<file path="src/rtl/mem_arbiter.sv">
// Two-master round-robin arbiter sharing one memory port; each access runs
// IDLE -> ACCESS -> DONE with a registered result and a one-cycle ack to its owner.
module mem_arbiter #(
    parameter int DATA_WIDTH = 32,
    parameter int TIMEOUT    = 15
) (
    input  logic                  clk_in,
    input  logic                  rst_in,
    input  logic                  m0_req,
    input  logic                  m0_write,
    input  logic [DATA_WIDTH-1:0] m0_addr,
    input  logic [DATA_WIDTH-1:0] m0_wdata,
    output logic                  m0_ack,
    output logic                  m0_err,
    output logic [DATA_WIDTH-1:0] m0_rdata,
    input  logic                  m1_req,
    input  logic                  m1_write,
    input  logic [DATA_WIDTH-1:0] m1_addr,
    input  logic [DATA_WIDTH-1:0] m1_wdata,
    output logic                  m1_ack,
    output logic                  m1_err,
    output logic [DATA_WIDTH-1:0] m1_rdata,
    output logic                  mem_enable,
    output logic                  mem_write,
    input  logic                  mem_ready,
    output logic [DATA_WIDTH-1:0] mem_addr,
    output logic [DATA_WIDTH-1:0] mem_wdata,
    input  logic [DATA_WIDTH-1:0] mem_rdata
);
    localparam logic [1:0] S_IDLE   = 2'd0;
    localparam logic [1:0] S_ACCESS = 2'd1;
    localparam logic [1:0] S_DONE   = 2'd2;
    localparam int CW = $clog2(TIMEOUT + 1);

    logic [1:0]            state_q, state_d;
    logic                  last_q, last_d;     // 1 = m1 was granted last
    logic                  owner_q, owner_d;
    logic                  write_q, write_d;
    logic                  err_q, err_d;
    logic [DATA_WIDTH-1:0] addr_q, addr_d;
    logic [DATA_WIDTH-1:0] wdata_q, wdata_d;
    logic [DATA_WIDTH-1:0] rdata_q, rdata_d;
    logic [CW-1:0]         cnt_q, cnt_d;
    logic                  gnt;
    logic                  in_acc, in_done;

    // Tie goes to whoever was not served last; otherwise the lone requester wins.
    assign gnt = (m0_req && m1_req) ? ~last_q : m1_req;

    always_comb begin
        state_d = state_q;
        last_d  = last_q;
        owner_d = owner_q;
        write_d = write_q;
        err_d   = err_q;
        addr_d  = addr_q;
        wdata_d = wdata_q;
        rdata_d = rdata_q;
        cnt_d   = cnt_q;
        case (state_q)
            S_IDLE: begin
                if (m0_req || m1_req) begin
                    state_d = S_ACCESS;
                    owner_d = gnt;
                    last_d  = gnt;
                    write_d = gnt ? m1_write : m0_write;
                    addr_d  = gnt ? m1_addr  : m0_addr;
                    wdata_d = gnt ? m1_wdata : m0_wdata;
                    cnt_d   = '0;
                    err_d   = 1'b0;
                    rdata_d = '0;
                end
            end
            S_ACCESS: begin
                // X/Z on ready must never complete an access.
                if (mem_ready === 1'b1) begin
                    rdata_d = write_q ? '0 : mem_rdata;
                    err_d   = 1'b0;
                    state_d = S_DONE;
                end else if (cnt_q == CW'(TIMEOUT - 1)) begin
                    rdata_d = '0;
                    err_d   = 1'b1;
                    state_d = S_DONE;
                end else begin
                    cnt_d = cnt_q + 1'b1;
                end
            end
            S_DONE:  state_d = S_IDLE;
            default: state_d = S_IDLE;
        endcase
    end

    always_ff @(posedge clk_in or posedge rst_in) begin
        if (rst_in) begin
            state_q <= S_IDLE;
            last_q  <= 1'b1;
            owner_q <= 1'b0;
            write_q <= 1'b0;
            err_q   <= 1'b0;
            addr_q  <= '0;
            wdata_q <= '0;
            rdata_q <= '0;
            cnt_q   <= '0;
        end else begin
            state_q <= state_d;
            last_q  <= last_d;
            owner_q <= owner_d;
            write_q <= write_d;
            err_q   <= err_d;
            addr_q  <= addr_d;
            wdata_q <= wdata_d;
            rdata_q <= rdata_d;
            cnt_q   <= cnt_d;
        end
    end

    assign in_acc  = (state_q == S_ACCESS);
    assign in_done = (state_q == S_DONE);

    assign mem_enable = in_acc;
    assign mem_write  = in_acc & write_q;
    assign mem_addr   = in_acc ? addr_q  : '0;
    assign mem_wdata  = in_acc ? wdata_q : '0;

    assign m0_ack   = in_done & ~owner_q;
    assign m1_ack   = in_done &  owner_q;
    assign m0_err   = m0_ack & err_q;
    assign m1_err   = m1_ack & err_q;
    assign m0_rdata = m0_ack ? rdata_q : '0;
    assign m1_rdata = m1_ack ? rdata_q : '0;
endmodule

</file>
<file path="config.mk">
export PLATFORM = sky130hd
export DESIGN_NAME = mem_arbiter
export DESIGN_NICKNAME = d
export VERILOG_FILES = /design/src/rtl/mem_arbiter.sv
export SDC_FILE = /design/constraint.sdc
export NUM_CORES = 1
export LEC_CHECK = 0
export ABC_AREA = 0
export BUFFER_PORTS_ARGS = -buffer_cell sky130_fd_sc_hd__buf_2
export CAP_MARGIN = 20
export CORE_MARGIN = 2
export CORE_UTILIZATION = 41
export CTS_CLUSTER_SIZE = 12
export DETAILED_ROUTE_END_ITERATION = 10
export GPL_TIMING_DRIVEN = 0
export MAX_ROUTING_LAYER = met4
export PLACE_DENSITY = 0.81
export REMOVE_ABC_BUFFERS = 1
export SETUP_SLACK_MARGIN = 0.3
export SLEW_MARGIN = 0
export SYNTH_ARGS = -nofsm -noshare
export SYNTH_HDL_FRONTEND = slang
export SYNTH_SLANG_ARGS = --single-unit
</file>
<file path="constraint.sdc">
create_clock -name clk_in -period 3.4 [get_ports clk_in]
set_clock_uncertainty 0.15 [all_clocks]
set_input_delay 0.51 -clock clk_in [delete_from_list [all_inputs] [get_ports clk_in]]
set_output_delay 0.51 -clock clk_in [all_outputs]
set_load 0.05 [all_outputs]
</file>
==> flow_summary_export.csv, run 1 <==
group,metric,value,unit
setup_path,critical_path.endpoint_type,"output pin",
global_routing,grt_max_degree,69,
setup_path,required,2.74,ns
synth,synth_top_family_by_area,"compound AO/OA/AOI/OAI gates",
setup_path,critPathMaxFanout,39,
floorplanning,ioPinCount,301,
floorplanning,start_util,41.9,%
drt,vias,5127,
sta,rsz0062_at_grt,"false",
place,postPlaceCellArea,7240,um2
place,dpl.hpwl,11300,um
drt,avgRoutedWirePerCell,15.6,um
setup_path,worstSetupStartpoint,"state_q[1]",
sta,drv_slew,0,
clocking,clockRootBuffer,"clkbuf_16",
drt,first_pass_iters,4,
clocking,hold_buffers,0,
sta,tightest_slew,1.06,ns
setup_path,max_stage_delay,0.43,ns
place,gp_congestion,0.804,
floorplanning,die_y,120,um
synth,avgSynthCellArea,10.1,um2
layout,syn_to_final_growth,35.6,%
clocking,clkSinkCount,106,
floorplanning,die_w,120,um
drt,drc_errors,0,
setup_path,critical_path_buf_inv_count,3,
global_routing,gr-usage-all-layers,21.9,%
synth,synth-compound-area-share,18.5,%
layout,n_antenna_cell,0,
clocking,cts_tree,"built",
clocking,clkTransAtPathRegs,0.07,ns
place,io_buffers,300,
layout,layout_common_cells,"buf_2 (300), and2_1 (131), o21ai_0 (116)",
global_routing,grt-ovfl-total,0,
setup_path,r2r_end,"owner_q",
setup_path,cp_num_cells,5,
sta,hold_viol,0,
synth,synthMuxAreaShare,12.1,%
synth,synth_area_leaders,"dfrtp_1 (47%), and2_1 (15%), mux2i_1 (12%)",
clocking,insertion_delay,0.35,ns
layout,fillers,1199,
floorplanning,num_rows,42,
setup_path,slowest_stage,"dfrtp_1",
setup_path,critical_path.endpoint,"mem_wdata[8]",
power_and_ir_drop,vdd_drop_max,0.496,mV
global_routing,grt_pass1_vias,4843,
layout,drive_gt1_share,40.2,%
synth,yosysTopAreaCellShare,47.3,%
run_status,status,"finished clean",
sta,fmax,353,MHz
setup_path,cp_cell_sequence,"nand2b_1, inv_2, buf_16, and2_1, buf_2",
sta,finalSetupViolations,0,
layout,final_common_cell,"buf_2",
drt,totalWireLength,15700,um
setup_path,critical_path_class,"reg -> out",
floorplanning,dieArea,14500,um2
sta,max_slew_margin,29.2,%
drt,drtAntennaViolNets,0,
synth,synthCells,552,
power_and_ir_drop,leakage,0.00412,uW
drt,drt_iter0_markers,257,
clocking,clockBufferDepth,2,
synth,ys_warn_count,0,
layout,final_nets,990,
synth,synth_cell_type_count,37,
synth,synth_top_area_cell,"dfrtp_1",
setup_path,r2r-start,"state_q[0]",
synth,syn-cell-area,5550,um2
run,maxCapViolations,0,
clocking,cts_buffers,9,
layout,fin_area,7530,um2
synth,synth_fa_ha_area_share,0.451,%
power_and_ir_drop,power.density,854,nW/um2
sta,fin_setup_tns,0,ns
setup_path,start_kind,"flop",
setup_path,critical-path-top-delay-family,"buffers and inverters",
synth,synth-seq-cells,106,
synth,synth-simple-area-share,16.7,%
hold_path,hp-class,"in -> async",
clocking,postCtsSetupBuffers,0,
global_routing,antenna_found_initial,0,
setup_path,reg2reg_slack,1.01,ns
clocking,cts_resized,0,
synth,ys_seq_area_share,47.8,%
global_routing,grt_pass1_wl,24500,um
power_and_ir_drop,p_total,6430,uW
setup_path,crit_arrival,2.17,ns
clocking,h-tree-depth,3,
sta,period_minus_slack,2.83,ns
sta,period_share,83.2,%
drt,via_per_inst,5.12,
floorplanning,coreArea,13200,um2
setup_path,r2r_cells,3,
synth,synthXorXnorAreaFrac,0,%
## synthesized netlist by cell type
library cell	instances
a211o_1	1
a21bo_2	1
a22o_1	32
a22oi_1	1
a31oi_1	1
a32o_1	1
and2_1	131
and3_1	1
and3b_1	1
buf_1	1
buf_2	8
buf_4	2
buf_6	4
clkbuf_1	33
clkbuf_2	1
dfrtp_1	105
dfstp_2	1
ha_1	2
inv_1	4
mux2_2	1
mux2i_1	66
nand2_1	1
nand2b_1	1
nand3_1	2
nor2_1	3
nor3_1	1
nor3b_1	1
nor3b_2	1
o211ai_1	1
o21ai_0	116
o21ai_1	20
o221ai_1	1
o22ai_1	1
or2_1	2
or2_4	1
or3_1	1
or3b_1	1
## per-stage QoR
stage	util (%)	setup WS, ns	hold WS, ns	cells
final	56.9	0.571	0.0935	1002
after CTS	56.9	0.549	0.121	1002
after floorplan	-	-0.579	0.315	503
after detailed placement	54.6	0.719	0.338	986
after global routing	56.9	0.452	0.150	1002
after global placement	53.2	-1.67	0.330	979
## logic make-up (layout without fill, tap and decap cells)
| group | after synthesis | count (layout) |
|---|---|---|
| AO/OA/AOI/OAI | 176 | 176 |
| multiplexers | 67 | 67 |
| buffers and inverters | 53 | 327 |
| adder cells (fa/ha/maj) | 2 | 2 |
| AND/OR/NAND/NOR | 148 | 148 |
| flip-flops | 106 | 106 |
## worst min-delay path by stage
stage,depth (start not counted),slack (ns),endpoint
floorplan,2,0.32,addr_q[0]
global placement,2,0.33,wdata_q[25]
detailed placement,2,0.34,addr_q[16]
CTS,2,0.12,rdata_q[28]
global route,2,0.15,rdata_q[21]
finish,2,0.09,rdata_q[28]
## registers in the layout, indices dropped and copies added (netlist names)
signal	count
wdata_q	32
err_q	1
rdata_q	32
state_q	2
addr_q	32
cnt_q	4
last_q	1
owner_q	1
write_q	1
## worst reg2reg max path: stages, from the launching register on
cell,delay (ns)
dfrtp_1,0.47
or2_2,0.58
or2_4,0.72
o21ai_0,0.30
## power by group
part           total, uW  internal [uW]  switching, uW
sequential          2100           1810            298
clock               1020            559            459
combinational       3310            978           2330
total               6430           3340           3090
## cell type report
class / instances / area (um2) / area share, %
Clock buffer: 13 / 270 / 3.59
Clock inverter: 3 / 22.5 / 0.299
Inverter: 4 / 17.5 / 0.233
Multi-Input combinational cell: 393 / 2680 / 35.5
Sequential cell: 106 / 2650 / 35.2
Tap cell: 176 / 220 / 2.92
Timing Repair Buffer: 307 / 1670 / 22.2
## metal layers
| metal | vias to the layer above | part of all wire (%) | global-route usage, % | routed length (um) |
|---|---|---|---|---|
| met5 | - | 0 | - | 0 |
| met4 | 0 | 2.4 | 8.21 | 380 |
| met3 | 28 | 7.0 | 4.20 | 1090 |
| met2 | 225 | 50 | 37.5 | 7840 |
| met1 | 2401 | 41 | 25.5 | 6360 |
| li1 | 2473 | - | - | - |
No activity file was read; power rests on OpenSTA's default activity.
==> inputs of run 2 (changes only) <==
--- a/config.mk
+++ b/config.mk
@@ -8,13 +8,13 @@
 export ABC_AREA = 0
 export BUFFER_PORTS_ARGS = -buffer_cell sky130_fd_sc_hd__buf_2
 export CAP_MARGIN = 20
-export CORE_MARGIN = 2
-export CORE_UTILIZATION = 41
+export CORE_AREA = 2 2 118 120
 export CTS_CLUSTER_SIZE = 12
 export DETAILED_ROUTE_END_ITERATION = 10
+export DIE_AREA = 0 0 120 122
 export GPL_TIMING_DRIVEN = 0
 export MAX_ROUTING_LAYER = met4
-export PLACE_DENSITY = 0.81
+export PLACE_DENSITY = 0.79
 export REMOVE_ABC_BUFFERS = 1
 export SETUP_SLACK_MARGIN = 0.3
 export SLEW_MARGIN = 0
==> constraint.sdc (replaced) <==
create_clock -name clk_in -period 2.94 [get_ports clk_in]
set_clock_uncertainty 0.15 [all_clocks]
set_input_delay 0.441 -clock clk_in [delete_from_list [all_inputs] [get_ports clk_in]]
set_output_delay 0.441 -clock clk_in [all_outputs]
set_load 0.05 [all_outputs]
==> run 2 against run 1 <==
- worst setup slack lost 0.16 ns
- power is 18% higher
- first-iteration DRC count down 16%
- critical path type unchanged
- count of clock-buffer cells in the layout fell by 3
- global-route usage shrank 0.52 points
- critical endpoint is now mem_addr[27]
==> flow_summary_export.csv, run 2 (synthesis gave the netlist of run 1 again) <==
group,metric,value,unit
drt,met2_length,7640,um
run_status,status,"finished clean",
floorplanning,die_y,122,um
place,gp_congestion,0.798,
layout,reg_top3,"addr_q x32, rdata_q x32, wdata_q x32",
setup_path,start_kind,"flop",
floorplanning,start_util,41.1,%
layout,final_common_cell,"buf_2",
sta,drv_slew,0,
drt,via_per_inst,5.06,
floorplanning,coreArea,13500,um2
sta,max_slew_margin,31.2,%
drt,drt_iter0_markers,215,
layout,fin_area,7580,um2
drt,dr.max_layer_used,"met4",
drt,totalWireLength,15300,um
setup_path,crit_arrival,1.93,ns
sta,period_share,85.9,%
setup_path,critical_path_class,"reg -> out",
place,dpl.hpwl,11400,um
clocking,clockBufferDepth,2,
clocking,insertion_delay,0.34,ns
global_routing,gr-usage-all-layers,21.3,%
sta,setup_slack,0.415,ns
clocking,clkSinkCount,106,
setup_path,critical_path.endpoint_type,"output pin",
global_routing,grt_max_degree,69,
sta,period_minus_slack,2.52,ns
hold_path,hp-class,"in -> async",
clocking,cts_tree,"built",
drt,met1_length,6470,um
layout,fin_cells,1007,
sta,rsz0062_at_grt,"true",
run,maxCapViolations,0,
floorplanning,dieArea,14600,um2
clocking,cts_buffers,9,
sta,fmax,396,MHz
clocking,clockRootBuffer,"clkbuf_16",
setup_path,reg2reg_slack,0.43,ns
layout,register_area,2650,um2
layout,final_nets,990,
drt,drtAntennaViolNets,0,
layout,multi_input_comb_area,2680,um2
power_and_ir_drop,vdd_drop_max,0.511,mV
floorplanning,num_rows,43,
place,postPlaceCellArea,7230,um2
global_routing,grt_pass1_wl,24100,um
sta,finalSetupViolations,0,
sta,hold_viol,0,
layout,layout_common_cells,"buf_2 (300), and2_1 (131), o21ai_0 (116)",
layout,drive_gt1_share,40.3,%
floorplanning,die_w,120,um
sta,tightest_slew,1.03,ns
floorplanning,ioPinCount,301,
global_routing,grt-ovfl-total,0,
clocking,h-tree-depth,3,
global_routing,grt_pass1_vias,4725,
setup_path,r2r_cells,4,
drt,first_pass_iters,4,
drt,drc_errors,0,
drt,avgRoutedWirePerCell,15.2,um
clocking,clkTransAtPathRegs,0.07,ns
layout,fillers,1243,
drt,dr_wl_met3,1010,um
setup_path,critPathMaxFanout,37,
power_and_ir_drop,power.density,998,nW/um2
sta,fin_hold_ws,0.0464,ns
layout,syn_to_final_growth,36.5,%
setup_path,required,2.35,ns
clocking,hold_buffers,0,
power_and_ir_drop,leakage,0.00413,uW
layout,fin_util,56.1,%
place,place_ws,0.419,ns
drt,vias,5094,
place,io_buffers,300,
place,placed_cells,990,
global_routing,antenna_found_initial,1,
run 2: cell count changes in the layout (fill, tap and decap cells not counted), sizes merged:
cell	previous run	this run
bufinv	0	3
clkbuf	13	10
clkinv	3	1
clkinvlp	0	2
diode	0	1
run 2: routing by layer:
metal | vias to the layer above | GRT usage (%)
met5 | - | -
met4 | 0 | 5.59
met3 | 14 | 3.89
met2 | 206 | 36.9
met1 | 2399 | 25.8
li1 | 2475 | -
run 2: worst paths after layout:
kind,from,to
worst max register to register,state_q[0],wdata_q[16]
worst min register to register,addr_q[14],addr_q[14]
worst max-delay path,state_q[1],mem_addr[27]
worst min-delay path,rst_in,rdata_q[28]
min in group clk_in,mem_rdata[5],rdata_q[5]
max in group asynchronous,rst_in,last_q
run 2: power by group:
group | switching [uW] | leakage [uW] | internal (uW)
sequential | 332 | 0.00135 | 2090
combinational | 2690 | 0.00263 | 1170
clock | 532 | 0.000149 | 749
run 2: layout make-up:
| type | instances | share of cell area (%) |
|---|---|---|
| multi-input combinational | 393 | 35.3 |
| clock inverter | 6 | 1.17 |
| timing repair buffer | 307 | 21.9 |
| antenna | 1 | 0.0330 |
| tap | 180 | 2.97 |
| clock buffer | 10 | 3.02 |
| sequential | 106 | 35.0 |
| inverter | 4 | 0.578 |
run 2: per-stage QoR:
step | total power [uW] | setup TNS, ns
finish | 7560 | 0
global route | 8040 | 0
CTS | 7570 | 0
detailed placement | 6270 | 0
global placement | 6060 | -350.51
floorplan | 5100 | -90.30
run 2: what timing repair did:
| item | CTS | global route |
|---|---|---|
| buffers inserted | 0 | 0 |
| endpoints found under the setup margin | 62 | 58 |
| gates resized for setup | 2 | 4 |
run 2: worst max-delay path, cell delays in order, from the launching register on:
cell,delay (ns)
dfrtp_1,0.41
nand2b_1,0.24
bufinv_16,0.30
buf_16,0.19
and2_1,0.16
buf_2,0.27
